<file path="config.mk">
export PLATFORM = sky130hd
export DESIGN_NAME = call_stack
export DESIGN_NICKNAME = d
export VERILOG_FILES = /design/src/rtl/drfa_pkg.sv /design/src/rtl/stack_mem.sv /design/src/rtl/call_stack.sv
export SDC_FILE = /design/constraint.sdc
export NUM_CORES = 1
export LEC_CHECK = 0
export BUFFER_PORTS_ARGS = -buffer_cell sky130_fd_sc_hd__clkbuf_2
export CORE_AREA = 2 2 97 99
export CTS_CLUSTER_DIAMETER = 50
export DETAILED_ROUTE_END_ITERATION = 16
export DIE_AREA = 0 0 99 101
export PLACE_DENSITY = 0.76
export SLEW_MARGIN = 20
export SYNTH_ARGS = -nofsm -noshare
export SYNTH_HDL_FRONTEND = slang
export SYNTH_SLANG_ARGS = --single-unit
</file>
<file path="constraint.sdc">
create_clock -name clk -period 3.9 [get_ports clk]
set_input_delay 0.78 -clock clk [delete_from_list [all_inputs] [get_ports clk]]
set_output_delay 0.78 -clock clk [all_outputs]
set_load 0.05 [all_outputs]
</file>
<file path="src/rtl/drfa_pkg.sv">
// Shared widths, wrap-mode encodings and stack operation codes used by call_stack and control_unit.
package drfa_pkg;
  localparam int PC_W_DEF    = 9;
  localparam int FLAGS_W_DEF = 4;
  localparam int WRAP_DROP   = 0;
  localparam int WRAP_CIRC   = 1;

  typedef enum logic [1:0] {
    OP_NONE,
    OP_PUSH,
    OP_POP,
    OP_REPL
  } stk_op_e;
endpackage

</file>
<file path="src/rtl/stack_mem.sv">
// Call-stack register file: one synchronous write port, one asynchronous read port, no reset.
module stack_mem #(
  parameter int DEPTH = 8,
  parameter int W     = 13,
  parameter int AW    = 3
) (
  input  logic          clk,
  input  logic          wr_en,
  input  logic [AW-1:0] wr_addr,
  input  logic [W-1:0]  wr_data,
  input  logic [AW-1:0] rd_addr,
  output logic [W-1:0]  rd_data
);
  logic [W-1:0] mem_q [DEPTH];

  always_ff @(posedge clk) begin
    if (wr_en) mem_q[wr_addr] <= wr_data;
  end

  assign rd_data = mem_q[rd_addr];
endmodule

</file>
<file path="src/rtl/call_stack.sv">
// Return-address/flags stack kept as a circular buffer (base pointer + count) with registered top-of-stack.
module call_stack
  import drfa_pkg::*;
#(
  parameter int PC_WIDTH    = PC_W_DEF,
  parameter int FLAGS_WIDTH = FLAGS_W_DEF,
  parameter int DEPTH       = 8,
  parameter int WRAP_MODE   = WRAP_DROP
) (
  input  logic                       clk,
  input  logic                       rst_n,
  input  logic                       in_push_en,
  input  logic                       in_pop_en,
  input  logic [PC_WIDTH-1:0]        in_pc,
  input  logic [FLAGS_WIDTH-1:0]     in_flags,
  input  logic                       in_clear_err,
  output logic [PC_WIDTH-1:0]        out_pc,
  output logic [FLAGS_WIDTH-1:0]     out_flags,
  output logic [$clog2(DEPTH+1)-1:0] out_count,
  output logic                       out_empty,
  output logic                       out_full,
  output logic                       out_overflow,
  output logic                       out_underflow
);
  localparam int PW = (DEPTH > 1) ? $clog2(DEPTH) : 1;
  localparam int CW = $clog2(DEPTH + 1);
  localparam int IW = CW + 1;
  localparam int EW = PC_WIDTH + FLAGS_WIDTH;

  // Inputs are always below 2*DEPTH, so one conditional subtract reduces modulo DEPTH.
  function automatic logic [PW-1:0] mod_d(input logic [IW-1:0] v);
    logic [IW-1:0] r;
    r = (v >= IW'(DEPTH)) ? v - IW'(DEPTH) : v;
    return r[PW-1:0];
  endfunction

  logic [CW-1:0]          count_q, count_d;
  logic [PW-1:0]          base_q, base_d;
  logic [PC_WIDTH-1:0]    pc_q, pc_d;
  logic [FLAGS_WIDTH-1:0] flags_q, flags_d;
  logic                   ovf_q, ovf_d, udf_q, udf_d;

  logic          empty, full, we;
  logic [PW-1:0] waddr, raddr, top_idx, nxt_idx;
  logic [IW-1:0] base_ext, cnt_ext;
  logic [EW-1:0] rdata;
  stk_op_e       op;

  assign empty    = (count_q == '0);
  assign full     = (count_q == CW'(DEPTH));
  assign base_ext = IW'(base_q);
  assign cnt_ext  = IW'(count_q);
  assign top_idx  = mod_d(base_ext + cnt_ext - IW'(1));
  assign nxt_idx  = mod_d(base_ext + cnt_ext);
  // Entry just below the top; only meaningful with two or more entries.
  assign raddr    = (count_q >= CW'(2)) ? mod_d(base_ext + cnt_ext - IW'(2)) : '0;

  always_comb begin
    op = OP_NONE;
    if (in_push_en && (!in_pop_en || empty)) op = OP_PUSH;
    else if (in_push_en && in_pop_en)        op = OP_REPL;
    else if (in_pop_en)                      op = OP_POP;
  end

  always_comb begin
    count_d = count_q;
    base_d  = base_q;
    pc_d    = pc_q;
    flags_d = flags_q;
    ovf_d   = in_clear_err ? 1'b0 : ovf_q;
    udf_d   = in_clear_err ? 1'b0 : udf_q;
    we      = 1'b0;
    waddr   = nxt_idx;
    case (op)
      OP_PUSH: begin
        if (!full) begin
          we      = 1'b1;
          count_d = count_q + CW'(1);
          pc_d    = in_pc;
          flags_d = in_flags;
        end else begin
          ovf_d = 1'b1;
          if (WRAP_MODE == WRAP_CIRC) begin
            // Oldest slot becomes the new top; base advances past it.
            we      = 1'b1;
            waddr   = base_q;
            base_d  = mod_d(base_ext + IW'(1));
            pc_d    = in_pc;
            flags_d = in_flags;
          end
        end
      end
      OP_REPL: begin
        we      = 1'b1;
        waddr   = top_idx;
        pc_d    = in_pc;
        flags_d = in_flags;
      end
      OP_POP: begin
        if (empty) begin
          udf_d = 1'b1;
        end else begin
          count_d = count_q - CW'(1);
          if (count_q == CW'(1)) begin
            pc_d    = '0;
            flags_d = '0;
          end else begin
            {pc_d, flags_d} = rdata;
          end
        end
      end
      default: ;
    endcase
  end

  always_ff @(posedge clk or negedge rst_n) begin
    if (!rst_n) begin
      count_q <= '0;
      base_q  <= '0;
      pc_q    <= '0;
      flags_q <= '0;
      ovf_q   <= 1'b0;
      udf_q   <= 1'b0;
    end else begin
      count_q <= count_d;
      base_q  <= base_d;
      pc_q    <= pc_d;
      flags_q <= flags_d;
      ovf_q   <= ovf_d;
      udf_q   <= udf_d;
    end
  end

  stack_mem #(.DEPTH(DEPTH), .W(EW), .AW(PW)) u_mem (
    .clk     (clk),
    .wr_en   (we),
    .wr_addr (waddr),
    .wr_data ({in_pc, in_flags}),
    .rd_addr (raddr),
    .rd_data (rdata)
  );

  assign out_pc        = pc_q;
  assign out_flags     = flags_q;
  assign out_count     = count_q;
  assign out_empty     = empty;
  assign out_full      = full;
  assign out_overflow  = ovf_q;
  assign out_underflow = udf_q;
endmodule

</file>
---- Yosys cells after proc, flatten, opt, wreduce, memory -nomap -nowiden ----
Memories as Yosys holds them, arrays and structs flattened.
Index checks and enable logic that the tools add are counted.
storage, ports and cells
  register bits ........................... 19
  memory bits (writable) .................. 104
  input port bits ......................... 18
  output and inout bits ................... 21
  word-level logic and storage cells ...... 62
  memories kept ........................... 1
memory list
  memory       depth  bits a word  read ports  clocked after memory_dff  wr ports  line             RTL
  u_mem.mem_q  8      13           1           0                         1         stack_mem.sv:14  logic [W-1:0] mem_q [DEPTH];
operators by class
  $add $sub $neg .......................... 7
  order comparisons ....................... 4
  equal/unequal tests ..................... 7
  multiplexer cells ....................... 29
  reductions and logical operators ........ 9
operators with widths
  cell                                                                number
  2-to-1 mux 9 bit                                                    3
  one-hot mux 9 bit (3 select lines)                                  1
  2-to-1 mux 4 bit                                                    5
  2-to-1 mux 3 bit                                                    5
  one-hot mux 4 bit (3 select lines)                                  1
  greater-or-equal comparator 5 x 4 -> 1 bit (second input constant)  2
  2-to-1 mux 1 bit                                                    9
  subtractor 3 x 1 -> 3 bit (second input constant)                   3
  one-hot mux 4 bit (2 select lines)                                  1
  2-to-1 mux 2 bit                                                    3
  AND reduction 3 bit                                                 2
  subtractor 4 x 1 -> 5 bit (second input constant)                   1
  subtractor 4 x 2 -> 5 bit (second input constant)                   1
  adder 4 x 1 -> 4 bit (second input constant)                        1
  equality test 2 bit (second input constant)                         2
  equality test 4 x 1 -> 1 bit (second input constant)                1
  equality test 4 bit (second input constant)                         1
  greater-or-equal comparator 4 x 2 -> 1 bit (second input constant)  1
  greater-or-equal comparator 4 bit (second input constant)           1
  zero test 4 bit                                                     1
  inequality test 2 bit (second input constant)                       2
  subtractor 4 x 1 -> 4 bit (second input constant)                   1
  nonzero test 3 bit                                                  1
  equality test 2 x 1 -> 1 bit (second input constant)                1
  other kinds (5)                                                     6

---- Longest topological paths before layout ----
Gate-level depths: netlist of the first run.
  depth after elaboration ................. 8
  mapped depth ............................ 10
  depth with buffers taken out ............ 7

---- Modules after synthesis ----
Synthesis of the first run repeated with hierarchy kept, for this count alone.
unflattened totals
  cells, all modules ...................... 298
  area total of the unflattened synthesis .. 5277.6 um2
by module, submodules not included
  module      times used  cells each  area each (um2)  sequential area each (um2)
  stack_mem   1           163         4055.1           3123.0
  call_stack  1           135         1222.4           475.5

---- Worst setup path before layout of the first run ----
Ideal clock, no wire load.
  path type ............................... reg-to-reg
  start ................................... register count_q[1] (netlist: out_count[1])
  end ..................................... memory u_mem.mem_q[5][0], enable pin
  setup time .............................. 0.400 ns
  data arrival time ....................... 3.583 ns
  required time ........................... 3.500 ns
  path slack .............................. -0.082 ns
  cell stages (with the launch flop) ...... 9
  buffers on the path ..................... 1
  clock period less this slack ............ 3.982 ns
  path through ............................ dfrtp_1 > clkinv_1 > clkbuf_1 > ha_1 > nor3b_4 > xnor2_1 > o22ai_2 > nand2_2 > nor3_1
between the ends
  longest elaborated chain between the ends .. 8
  elaborated cells between the ends (all ways) .. 19
  those cells by class .................... 3 x add/sub; 2 x order compare; 3 x eq/ne; 8 x mux; 3 x reduce/logical
RTL lines
  element                                                                     line               RTL
  start, declared                                                             call_stack.sv:37   logic [CW-1:0] count_q, count_d;
  start signal, assigned                                                      call_stack.sv:125  count_q <= count_d;
  zero test 4 bit *                                                           call_stack.sv:49   assign empty = (count_q == '0);
  net out_empty                                                               call_stack.sv:20   output logic out_empty,
  logical OR 1 bit *                                                          call_stack.sv:60   if (in_push_en && (!in_pop_en || empty)) op = OP_PUSH;
  logical AND 1 bit *                                                         call_stack.sv:60
  2-to-1 mux 2 bit *                                                          call_stack.sv:60
  equality test 2 bit / equality test 2 x 1 -> 1 bit (equally long branches)  call_stack.sv:74   case (op)
  one-hot mux 1 bit (2 select lines)                                          call_stack.sv:74
  2-to-1 mux 1 bit                                                            stack_mem.sv:17    if (wr_en) mem_q[wr_addr] <= wr_data;
  2-to-1 mux 1 bit (implied by the code)                                      stack_mem.sv:17
  end, declared                                                               stack_mem.sv:14
The timed path passes the listed nets; every way through them passes the cells marked *.

---- Worst setup path in the final report of the first run ----
  start ................................... register count_q[1] (netlist: out_count[1])
  end ..................................... register pc_q[5] (netlist: out_pc[5])
between the ends
  longest elaborated chain between the ends .. 8
  elaborated cells between the ends (all ways) .. 23
  those cells by class .................... 2 x add/sub; 2 x order compare; 7 x eq/ne; 6 x mux; 5 x reduce/logical; 1 x memory
RTL lines
  element                                                                                         line               RTL
  subtractor 4 x 2 -> 5 bit                                                                       call_stack.sv:56   assign raddr = (count_q >= CW'(2)) ? mod_d(base_ext + cnt_ext - IW'(2)) : '0;
  greater-or-equal comparator 5 x 4 -> 1 bit / subtractor 3 x 1 -> 3 bit (equally long branches)  call_stack.sv:33   r = (v >= IW'(DEPTH)) ? v - IW'(DEPTH) : v;
  2-to-1 mux 3 bit                                                                                call_stack.sv:33
  2-to-1 mux 3 bit                                                                                call_stack.sv:56
  memory read (8 x 13 bit)                                                                        --
  2-to-1 mux 9 bit                                                                                call_stack.sv:104  if (count_q == CW'(1)) begin
  2-to-1 mux 9 bit                                                                                call_stack.sv:100  if (empty) begin
  one-hot mux 9 bit (3 select lines)                                                              call_stack.sv:74
  end signal, assigned                                                                            call_stack.sv:127  pc_q <= pc_d;
  end, declared                                                                                   call_stack.sv:39   logic [PC_WIDTH-1:0] pc_q, pc_d;
Several ways; a longest one is shown, not always the timed one. The select of a mux whose other input is x is not followed.
A chain may end at the register's enable or synchronous reset.

==> results of run 1 <==
-- worst paths after layout --
check,from,end,slack [ps]
max reg2reg,out_count[1]$_DFFE_PN0P_,out_pc[5]$_DFFE_PN0P_,640
min in group clk,out_underflow$_DFF_PN0_,out_underflow$_DFF_PN0_,490
min,rst_n,out_count[2]$_DFFE_PN0P_,240
max,out_count[1]$_DFFE_PN0P_,out_pc[5]$_DFFE_PN0P_,640
min reg2reg,out_underflow$_DFF_PN0_,out_underflow$_DFF_PN0_,490
max in group asynchronous,rst_n,out_pc[6]$_DFFE_PN0P_,3280
-- metal layers --
layer	wire, um	up-vias
li1	-	1611
met1	5260	1755
met2	5760	162
met3	924	16
met4	158	0
met5	0	-
-- where the power goes --
group	switching, mW	leakage (nW)	internal, mW
Clock	0.542	0.259	0.895
Sequential	0.140	1.17	1.70
Combinational	1.52	0.860	0.596
Total	2.20	2.29	3.19
-- placed cells by master, fill, tap and decap left out, drive strengths merged, types with 11 or more instances in the layout --
cell type	n
nand3	41
o211ai	14
dfrtp	19
o2111ai	13
or2	13
a41o	13
nand2	87
buf	11
clkbuf	56
edfxtp	104
a21oi	13
nor2	18
-- layout make-up --
class                      count  area (um2)  area share (%)
timing repair buffer          49         273            4.46
clock buffer                  18         418            6.84
clock inverter                14         130            2.13
inverter                       7        26.3           0.430
sequential                   123        3600            58.9
tap                          111         139            2.27
multi-input combinational    256        1530            25.0
-- Yosys cell counts (all sizes together) --
| library cell | number |
|---|---|
| edfxtp | 104 |
| nand2 | 87 |
| nand3 | 41 |
| dfrtp | 19 |
| nor2 | 18 |
| buf | 17 |
| o211ai | 14 |
| a21oi | 13 |
| a41o | 13 |
| o2111ai | 13 |
| or2 | 13 |
| nor3 | 9 |
| clkbuf | 8 |
| ha | 6 |
| inv | 6 |
| xnor2 | 5 |
| o21ai | 4 |
| a32o | 2 |
| mux2 | 2 |
| mux2i | 2 |
| nand2b | 2 |
| nor2b | 2 |
| o31ai | 2 |
| a22o | 1 |
| a32oi | 1 |
| and2 | 1 |
| clkinv | 1 |
| nand3b | 1 |
| nor3b | 1 |
| o21bai | 1 |
| o22ai | 1 |
| o31a | 1 |
-- state kept, by name (all words and copies together), names as in the netlist --
| name | cells |
|---|---|
| u_mem.mem_q | 104 |
| out_pc | 9 |
| out_count | 4 |
| out_flags | 4 |
| out_overflow | 1 |
| out_underflow | 1 |
-- cell families after synthesis --
family,count (synthesis),share of synthesized area (%)
AOI/OAI and AO/OA,66,10.2
xor gates and xnor gates,5,0.836
adders and majority gates,6,1.43
buffers and inverters,32,2.94
DFF,123,68.7
muxes,4,0.812
and+or+nand+nor,175,15.1
-- per-stage QoR --
step                      worst slack [ps]  setup TNS, ps
after floorplan                      -82.1          -7300
after global placement                 911              0
after detailed placement               785              0
after CTS                              719              0
after global routing                   520              0
final                                  636              0
==> parameters.txt, run 1 <==
Parameter                              Value

Run status
  Outcome ... finished, final reports clean

Clocking
  Clock-pin slew reported for the worst setup and hold paths after clock tree synthesis ... 60 ps
  # resized after CTS ... 0
  Number of hold buffers added after cts ... 0
  Cell at the root of the clock tree ... sky130_fd_sc_hd__clkbuf_8
  H-tree depth ... 4
  Number of clock sinks seen by CTS ... 123
  Skew-Pair Late Insertion Delay ... 510 ps
  Maximum number of buffers from clock root to sink ... 2
  CTS tree ... yes
  CTS buffer count ... 17
  Number of buffers inserted by post-CTS setup repair ... 0

Placed design
  Count of port buffers added during placement ... 38
  Standard cell area after detailed placement ... 5560 um2
  Final weighted congestion of routability-driven global placement ... 0.891
  DPL Wire Length ... 7640 um
  Post-Place Cells ... 546

Global routing
  Peak-usage layer in the global routing report ... met2
  Wire length of the first global-routing pass ... 18500 um
  Met2 demand-to-capacity share in global routing ... 39.4%
  Met1 routing resource usage after global routing ... 36.4%
  Global routing met3 resource utilization ... 5.13%
  Aggregate global routing overflow ... 0
  Overall routing resource usage ... 25.3%
  Via count of the first global-routing pass ... 3386
  Initial antenna violation count ... 0
  Pin count of the biggest net entering global routing ... 32

Critical path
  Arrival time worst endpoint ... 3660 ps
  Top cell family by delay on the critical path ... simple AND/OR/NAND/NOR gates
  Critical-path cell with the highest stage delay ... sky130_fd_sc_hd__nor2_1
  Biggest cell delay along the critical path ... 1000 ps
  CP Cell Sequence ... buf_4, clkinv_1, buf_4, ha_1, o21bai_2, nor2_1, nand3_1, a41o_1
  Endpoint required time on the critical path ... 4300 ps
  Critical path type ... flip-flop to flip-flop
  Endpoint type of the worst setup path ... flip-flop
  Critical path buffer and inverter count ... 3
  Most common cell type on the critical path ... sky130_fd_sc_hd__buf_4
  WP depth ... 8
  FF-to-FF path depth ... 8
  Startpoint kind of the worst setup timing path ... flip-flop
  Biggest fanout along the worst timing path ... 20

Job
  Maximum capacitance violations ... 0

Route
  Vias per cell ... 6.13
  Routed length per placed instance ... 20.9 um
  DRC violations left ... 0
  Detailed Routing Iterations Pass 1 ... 6
  Post-DRT Antenna Nets ... 0
  Final routed wirelength across all metal layers ... 12100 um
  Count of routing violations after the opening detailed-route iteration ... 326
  Vias post-DR ... 3544

Timing
  Setup skew after layout ... 4.50 ps
  Final clock period utilization by the worst path ... 83.7%
  Hold Worst Slack ... 243 ps
  Setup repair after global routing missed its margin ... false
  Slew @ Worst Pin ... 1250 ps
  Endpoints failing setup ... 0
  Slew Limit Fails ... 0
  Fmax achieved ... 306 MHz
  Worst max-slew margin expressed relative to the limit ... 16.6%
  Final Hold Vio Count ... 0
  Final Critical Period ... 3260 ps

Logic synthesis
  Net count after synthesis ... 435
  Mapped Avg Cell Area ... 12.7 um2
  Total of warnings raised by yosys ... 0
  Instance count of the mapped netlist ... 411
  Seq/Total Area, Yosys ... 68.7%
  Library cell occupying the most area in the post-synthesis netlist ... sky130_fd_sc_hd__edfxtp_1
  Synthesis-stage register bit count ... 123
  Number of distinct library cell variants in the gate-level netlist after synthesis ... 38
  Fraction of synthesized cell area taken by the top area cell type ... 59.6%
  Synth top area cells ... sky130_fd_sc_hd__edfxtp_1 (60%), sky130_fd_sc_hd__dfrtp_1 (9.1%), sky130_fd_sc_hd__nand2_1 (6.2%)
  Area of the mapped netlist ... 5240 um2

Die
  Horizontal die dimension ... 99 um
  Floorplan die area ... 10000 um2
  Core region area ... 8980 um2
  IO Pins ... 39
  Row cnt ... 35
  Die span in y ... 101 um
  Initial Util ... 58.4%

Pwr
  PwrDens ... 882 nW/um2
  Max rail drop VDD ... 0.000395 V
  Leakage ... 2.29 nW
  Total power draw ... 5.39 mW

Finish
  Layout net count ... 478
  Signed area change from the synthesized netlist to the final layout ... 16.6%
  End-of-flow core utilization ... 68.1%
  Final std cell area, no fill ... 6110 um2
  Antenna Diode Count ... 0
  Non-filler instance count after layout ... 578
  Share of layout cells above drive strength 1 ... 23.3%
  Layout fillers ... 635

Worst hold path
  Worst hold-check path type ... input pin to asynchronous set/reset pin
Power figures use the tool's default switching activity.
==> run 2: changes to the inputs <==
--- a/config.mk
+++ b/config.mk
@@ -6,11 +6,11 @@
 export NUM_CORES = 1
 export LEC_CHECK = 0
 export BUFFER_PORTS_ARGS = -buffer_cell sky130_fd_sc_hd__clkbuf_2
-export CORE_AREA = 2 2 97 99
+export CORE_AREA = 2 2 102 104
 export CTS_CLUSTER_DIAMETER = 50
 export DETAILED_ROUTE_END_ITERATION = 16
-export DIE_AREA = 0 0 99 101
-export PLACE_DENSITY = 0.76
+export DIE_AREA = 0 0 104 106
+export PLACE_DENSITY = 0.72
 export SLEW_MARGIN = 20
 export SYNTH_ARGS = -nofsm -noshare
 export SYNTH_HDL_FRONTEND = slang
==> constraint.sdc (replaced) <==
create_clock -name clk -period 2.7 [get_ports clk]
set_input_delay 0.54 -clock clk [delete_from_list [all_inputs] [get_ports clk]]
set_output_delay 0.54 -clock clk [all_outputs]
set_load 0.05 [all_outputs]
==> run 2 against run 1 <==
Net effect: global-route usage is 1.5 points lower; cell count is 6.1% higher; first-iteration DRC count is 6.4% higher; worst setup slack worse by 530 ps; via count is 0.25% higher; largest power group unchanged; hold slack worse by 240 ps; sequential share of layout area is 2.1 points lower; register-to-register slack worse by 450 ps; routed wire length is 2.3% higher; the flow now finishes with violations (hold timing).
==> parameters.txt, run 2 (synthesis gave the netlist of run 1 again) <==
Parameter                              Value

Clocking
  Number of clock sinks seen by CTS ... 123 (unchanged)
  CTS tree ... yes
  Clock-pin slew reported for the worst setup and hold paths after clock tree synthesis ... 60 ps (about the same)
  Maximum number of buffers from clock root to sink ... 2 (unchanged)
  Cell at the root of the clock tree ... sky130_fd_sc_hd__clkbuf_8
  H-tree depth ... 4 (unchanged)
  Skew-Pair Late Insertion Delay ... 520 ps (about the same)
  CTS buffer count ... 17 (unchanged)

Timing
  Worst max-slew margin expressed relative to the limit ... 39.9% (+23 points)
  Slew @ Worst Pin ... 876 ps (-371 ps)
  Endpoints failing setup ... 0 (unchanged)
  Fmax achieved ... 386 MHz
  Fin Setup TNS ... 0 ps (unchanged)
  Slew Limit Fails ... 0 (unchanged)
  Setup skew after layout ... 5.94 ps (+1.44 ps)
  Final clock period utilization by the worst path ... 96.0%
  Final Critical Period ... 2590 ps
  Hold Worst Slack ... -1.18 ps (-244 ps)
  Setup repair after global routing missed its margin ... false
  Final Hold Vio Count ... 2 (+2)

Die
  Floorplan die area ... 11000 um2 (+10%)
  Horizontal die dimension ... 104 um (+5.1%)
  Row cnt ... 37 (+5.7%)
  IO Pins ... 39 (unchanged)
  Core region area ... 10000 um2 (+11%)
  Die span in y ... 106 um (+5.0%)
  Initial Util ... 52.4% (-6.0 points)

Global routing
  Initial antenna violation count ... 0 (unchanged)
  Overall routing resource usage ... 23.8% (-1.5 points)
  Via count of the first global-routing pass ... 3525 (+4.1%)
  Wire length of the first global-routing pass ... 19400 um (+4.8%)
  Pin count of the biggest net entering global routing ... 53 (+66%)
  Aggregate global routing overflow ... 0 (unchanged)

Pwr
  Max rail drop VDD ... 0.000634 V (+60%)
  Leakage ... 2.40 nW (+4.8%)
  PwrDens ... 1290 nW/um2 (+46%)

Worst hold path
  Worst hold-check path type ... input pin to asynchronous set/reset pin

Route
  Final routed wirelength across all metal layers ... 12400 um (+2.3%)
  Detailed Routing Iterations Pass 1 ... 4 (-2)
  Count of routing violations after the opening detailed-route iteration ... 347 (+6.4%)
  Post-DRT Antenna Nets ... 0 (unchanged)
  Vias per cell ... 5.80 (-5.5%)
  Routed length per placed instance ... 20.2 um (-3.6%)
  Vias post-DR ... 3553 (+0.25%)
  DRC violations left ... 0 (unchanged)

Critical path
  Startpoint of the worst setup timing path ... out_count[0]$_DFFE_PN0P_
  Arrival time worst endpoint ... 2050 ps (-1610 ps)
  Critical path type ... flip-flop to output port
  Startpoint kind of the worst setup timing path ... flip-flop
  FF-to-FF path depth ... 9 (+1)
  Most common cell type on the critical path ... sky130_fd_sc_hd__inv_1
  RR Startpoint ... out_count[0]$_DFFE_PN0P_
  Biggest cell delay along the critical path ... 470 ps (-530 ps)
  Biggest fanout along the worst timing path ... 10 (-50%)
  Endpoint required time on the critical path ... 2160 ps (-2140 ps)
  CP Cell Sequence ... inv_1, ha_4, nand3b_1, inv_1, clkbuf_2
  Endpoint type of the worst setup path ... output port
  Critical-path cell with the highest stage delay ... sky130_fd_sc_hd__dfrtp_2

Placed design
  Final weighted congestion of routability-driven global placement ... 0.907 (+1.7%)
  DPL Wire Length ... 7610 um (-0.50%)
  Post-Place Cells ... 579 (+6.0%)
  Standard cell area after detailed placement ... 5770 um2 (+3.6%)
  Count of port buffers added during placement ... 38 (unchanged)

Job
  Maximum capacitance violations ... 0 (unchanged)

Finish
  Most used cells in the layout excluding fill and tap cells ... sky130_fd_sc_hd__edfxtp_1 (104), sky130_fd_sc_hd__nand2_1 (85), sky130_fd_sc_hd__nand3_1 (41), sky130_fd_sc_hd__clkbuf_2 (37), sky130_fd_sc_hd__buf_4 (20)
  Register with the most flip-flops ... u_mem.mem_q
  Non-filler instance count after layout ... 613 (+6.1%)
  Signed area change from the synthesized netlist to the final layout ... 21.1%
  Final std cell area, no fill ... 6350 um2 (+3.8%)
  Antenna Diode Count ... 0 (unchanged)
  Share of layout cells above drive strength 1 ... 26.8% (+3.5 points)
  Flip-flop count of the largest register after layout ... 104 (unchanged)
  Leading cell type in the layout, fill and taps excluded ... sky130_fd_sc_hd__edfxtp_1
  Layout net count ... 488 (+2.1%)

Run status
  Outcome ... finished with violations
  Violated checks ... hold timing
-- run 2: where the power goes --
group	total (mW)	internal [mW]	switching [mW]
combinational	3.37	1.03	2.34
sequential	2.65	2.46	0.194
clock	2.15	1.31	0.844
total	8.18	4.80	3.38
-- run 2: final timing paths --
check                                                    to  slack, ps
worst max-delay path                               out_full        110
worst min-delay path                out_underflow$_DFF_PN0_         -1
worst max register to register  u_mem.mem_q[0][4]$_DFFE_PP_        190
worst min register to register      out_underflow$_DFF_PN0_        490
max in group asynchronous          out_count[1]$_DFFE_PN0P_       2260
min in group clk                    out_underflow$_DFF_PN0_        300
-- run 2: per-layer routing --
| metal | vias up | routed length, um | GRT usage, % |
|---|---|---|---|
| met5 | - | 0 | 0 |
| met1 | 1741 | 5510 | 34.6 |
| met3 | 15 | 974 | 5.33 |
| met2 | 160 | 5710 | 35.9 |
| met4 | 0 | 183 | 7.63 |
| li1 | 1637 | - | - |
-- run 2: cell type report --
| type | count | area [um2] |
|---|---|---|
| clock buffer | 17 | 414 |
| clock inverter | 15 | 148 |
| fill | 759 | 3650 |
| inverter | 7 | 31.3 |
| multi-input combinational | 256 | 1620 |
| sequential | 123 | 3600 |
| tap | 136 | 170 |
| timing repair buffer | 59 | 363 |
-- run 2: critical path: cells and delay by family, from the launching register on --
kind / cells / cell delay, ps
buf+inv: 3 / 720
flops: 1 / 470
simple gates: 1 / 130
fa+ha+maj: 1 / 210
-- run 2: repair_timing --
item | in CTS | in global routing
endpoints found under the setup margin | 1 | 1
buffers inserted | 0 | 2
hold buffers | 0 | 0
gates resized for setup | 1 | 0
pin swaps | 0 | 0
-- run 2: through the flow --
stage	total power [mW]	setup WS [ps]	util, %	hold WS [ps]
2_1_floorplan	5.08	-257	-	244
3_3_place_gp	5.92	294	57.7	483
3_5_place_dp	6.00	209	57.7	484
4_1_cts	8.17	0.195	63.3	22.8
5_1_grt	8.57	33.0	63.5	47.9
6_report	8.18	108	63.5	-1.18
==> run 3: changes to the inputs <==
==> constraint.sdc (replaced) <==
create_clock -name clk -period 2.7 [get_ports clk]
set_input_delay 0.54 -clock clk [delete_from_list [all_inputs] [get_ports clk]]
set_output_delay 0.54 -clock clk [all_outputs]
set_load 0.005 [all_outputs]
==> run 3 against run 2 <==
Net effect: the run now ends clean; utilization is 0.45 points lower; cell count is 0.33% higher; combinational power decreased by 15%; non-clock buffer count rose by 2; sequential power down 2%; routed wire length decreased by 2.6%; maximum frequency grew 7.3%; die area unchanged; clock skew grew 6.8 ps; hold slack gained 43 ps; critical endpoint is now u_mem.mem_q[0][12]$_DFFE_PP_.
==> parameters.txt, run 3 (synthesis gave the netlist of run 1 again) <==
Parameter                              Value

Placed design
  Standard cell area after detailed placement ... 5750 um2 (-0.28%)
  Post-Place Cells ... 583 (+0.69%)
  Final weighted congestion of routability-driven global placement ... 0.784 (-14%)
  DPL Wire Length ... 7110 um (-6.5%)
  Pre-CTS worst setup slack ... 322 ps (+113 ps)
  Count of port buffers added during placement ... 38 (unchanged)

Finish
  Final std cell area, no fill ... 6300 um2 (-0.71%)
  Leading cell type in the layout, fill and taps excluded ... sky130_fd_sc_hd__edfxtp_1
  End-of-flow core utilization ... 63.0% (-0.45 points)
  Signed area change from the synthesized netlist to the final layout ... 20.3%
  Sequential cell area ... 3600 um2 (-0.14%)
  Share of layout cells above drive strength 1 ... 26.9% (+0.097 points)
  Most used cells in the layout excluding fill and tap cells ... sky130_fd_sc_hd__edfxtp_1 (104), sky130_fd_sc_hd__nand2_1 (85), sky130_fd_sc_hd__nand3_1 (41), sky130_fd_sc_hd__clkbuf_2 (38), sky130_fd_sc_hd__buf_4 (23)
  Flip-flop count of the largest register after layout ... 104 (unchanged)
  Footprint of the multi-input gates ... 1590 um2 (-1.7%)
  Antenna Diode Count ... 0 (unchanged)
  Register with the most flip-flops ... u_mem.mem_q
  Layout fillers ... 765 (+0.79%)
  Non-filler instance count after layout ... 615 (+0.33%)
  Layout net count ... 490 (+0.41%)

Run status
  Outcome ... finished, final reports clean

Critical path
  Startpoint of the worst setup timing path ... out_count[0]$_DFFE_PN0P_
  Critical path buffer and inverter count ... 2 (-1)
  Worst-case register-to-register setup slack ... 290 ps (+100 ps)
  CP Cell Sequence ... inv_1, ha_2, nor3b_4, xnor2_1, a22o_2, nand2_2, nor3_4, buf_4
  Reg2Reg Capture Point ... u_mem.mem_q[0][12]$_DFFE_PP_
  FF-to-FF path depth ... 8 (-1)
  Crit path capture ... u_mem.mem_q[0][12]$_DFFE_PP_
  Critical path type ... flip-flop to flip-flop
  Endpoint required time on the critical path ... 2900 ps (+740 ps)
  Biggest fanout along the worst timing path ... 13 (+3)
  WP depth ... 8 (+3)
  Biggest cell delay along the critical path ... 400 ps (-70 ps)
  Top cell family by delay on the critical path ... simple AND/OR/NAND/NOR gates
  Arrival time worst endpoint ... 2610 ps (+560 ps)
  Endpoint type of the worst setup path ... flip-flop
  Critical-path cell with the highest stage delay ... sky130_fd_sc_hd__nor3b_4
  Startpoint kind of the worst setup timing path ... flip-flop
  RR Startpoint ... out_count[0]$_DFFE_PN0P_

Clocking
  H-tree depth ... 4 (unchanged)
  Clock-pin slew reported for the worst setup and hold paths after clock tree synthesis ... 60 ps (about the same)
  Number of hold buffers added after cts ... 0 (unchanged)
  Skew-Pair Late Insertion Delay ... 520 ps (about the same)
  CTS tree ... yes
  Maximum number of buffers from clock root to sink ... 2 (unchanged)
  Number of clock sinks seen by CTS ... 123 (unchanged)
  CTS buffer count ... 17 (unchanged)
  Cell at the root of the clock tree ... sky130_fd_sc_hd__clkbuf_8
  # resized after CTS ... 0 (-1)
  Number of buffers inserted by post-CTS setup repair ... 0 (unchanged)

Route
  DRC violations left ... 0 (unchanged)
  Vias post-DR ... 3529 (-0.68%)
  Routed length per placed instance ... 19.6 um (-2.9%)
  Final routed wirelength across all metal layers ... 12100 um (-2.6%)
  Count of routing violations after the opening detailed-route iteration ... 454 (+31%)
  Vias per cell ... 5.74 (-1.0%)
  Detailed Routing Iterations Pass 1 ... 5 (+1)
  Post-DRT Antenna Nets ... 0 (unchanged)

Timing
  Final worst slack ... 286 ps (+177 ps)
  Fin Setup TNS ... 0 ps (unchanged)
  Endpoints failing setup ... 0 (unchanged)
  Slew Limit Fails ... 0 (unchanged)
  Final clock period utilization by the worst path ... 89.4% (-6.6 points)
  Fmax achieved ... 414 MHz (+7.3%)
  Hold Worst Slack ... 41.4 ps (+42.6 ps)
  Setup skew after layout ... 12.8 ps (+6.84 ps)
  Final Hold Vio Count ... 0 (-2)
  Slew @ Worst Pin ... 895 ps (+19.4 ps)
  Final Critical Period ... 2410 ps (-177 ps)
  Worst max-slew margin expressed relative to the limit ... 38.6% (-1.3 points)
  Setup repair after global routing missed its margin ... false

Global routing
  Via count of the first global-routing pass ... 3556 (+0.88%)
  Pin count of the biggest net entering global routing ... 53 (unchanged)
  Aggregate global routing overflow ... 0 (unchanged)
  Initial antenna violation count ... 0 (unchanged)
  Overall routing resource usage ... 23.5% (-0.30 points)
  Wire length of the first global-routing pass ... 19100 um (-1.6%)

Pwr
  PwrDens ... 1200 nW/um2 (-7.1%)
  Max rail drop VDD ... 0.000606 V (-4.5%)
  Total power draw ... 7.54 mW (-7.8%)
  Leakage ... 2.38 nW (-0.80%)

Die
  Die span in y ... 106 um (unchanged)
  Horizontal die dimension ... 104 um (unchanged)
  Initial Util ... 52.4% (unchanged)
  IO Pins ... 39 (unchanged)
  Floorplan die area ... 11000 um2 (unchanged)
  Row cnt ... 37 (unchanged)
  Core region area ... 10000 um2 (unchanged)

Job
  Maximum capacitance violations ... 0 (unchanged)

Worst hold path
  Worst hold-check path type ... input pin to asynchronous set/reset pin
-- run 3: metal layers --
layer / wire, um / part of all wire [%] / vias up / global-route usage, %
li1: - / - / 1638 / -
met1: 4900 / 41 / 1731 / 29.9
met2: 6140 / 51 / 139 / 38.9
met3: 857 / 7.1 / 21 / 6.32
met4: 165 / 1.4 / 0 / 8.59
met5: 0 / 0 / - / 0
-- run 3: where the power goes --
part	leakage (nW)	internal, mW	switching [mW]
Sequential	1.17	2.45	0.155
Clock	0.259	1.23	0.848
Combinational	0.951	1.00	1.85
-- run 3: worst min-delay path by stage --
stage / start / end / slack (ps) / cells past startpoint
4_1_cts: rst_n / out_pc[2]$_DFFE_PN0P_ / 60 / 1
6_report: rst_n / out_pc[5]$_DFFE_PN0P_ / 40 / 1
2_1_floorplan: rst_n / out_count[0]$_DFFE_PN0P_ / 240 / 0
3_5_place_dp: out_overflow$_DFF_PN0_ / out_overflow$_DFF_PN0_ / 480 / 1
3_3_place_gp: out_overflow$_DFF_PN0_ / out_overflow$_DFF_PN0_ / 480 / 1
5_1_grt: rst_n / out_pc[2]$_DFFE_PN0P_ / 60 / 1
-- run 3: layout make-up --
type,count,area share [%]
sequential,123,57.1
multi-input combinational,256,25.2
clock buffer,18,6.63
timing repair buffer,61,5.76
tap,136,2.70
clock inverter,14,2.14
inverter,7,0.437
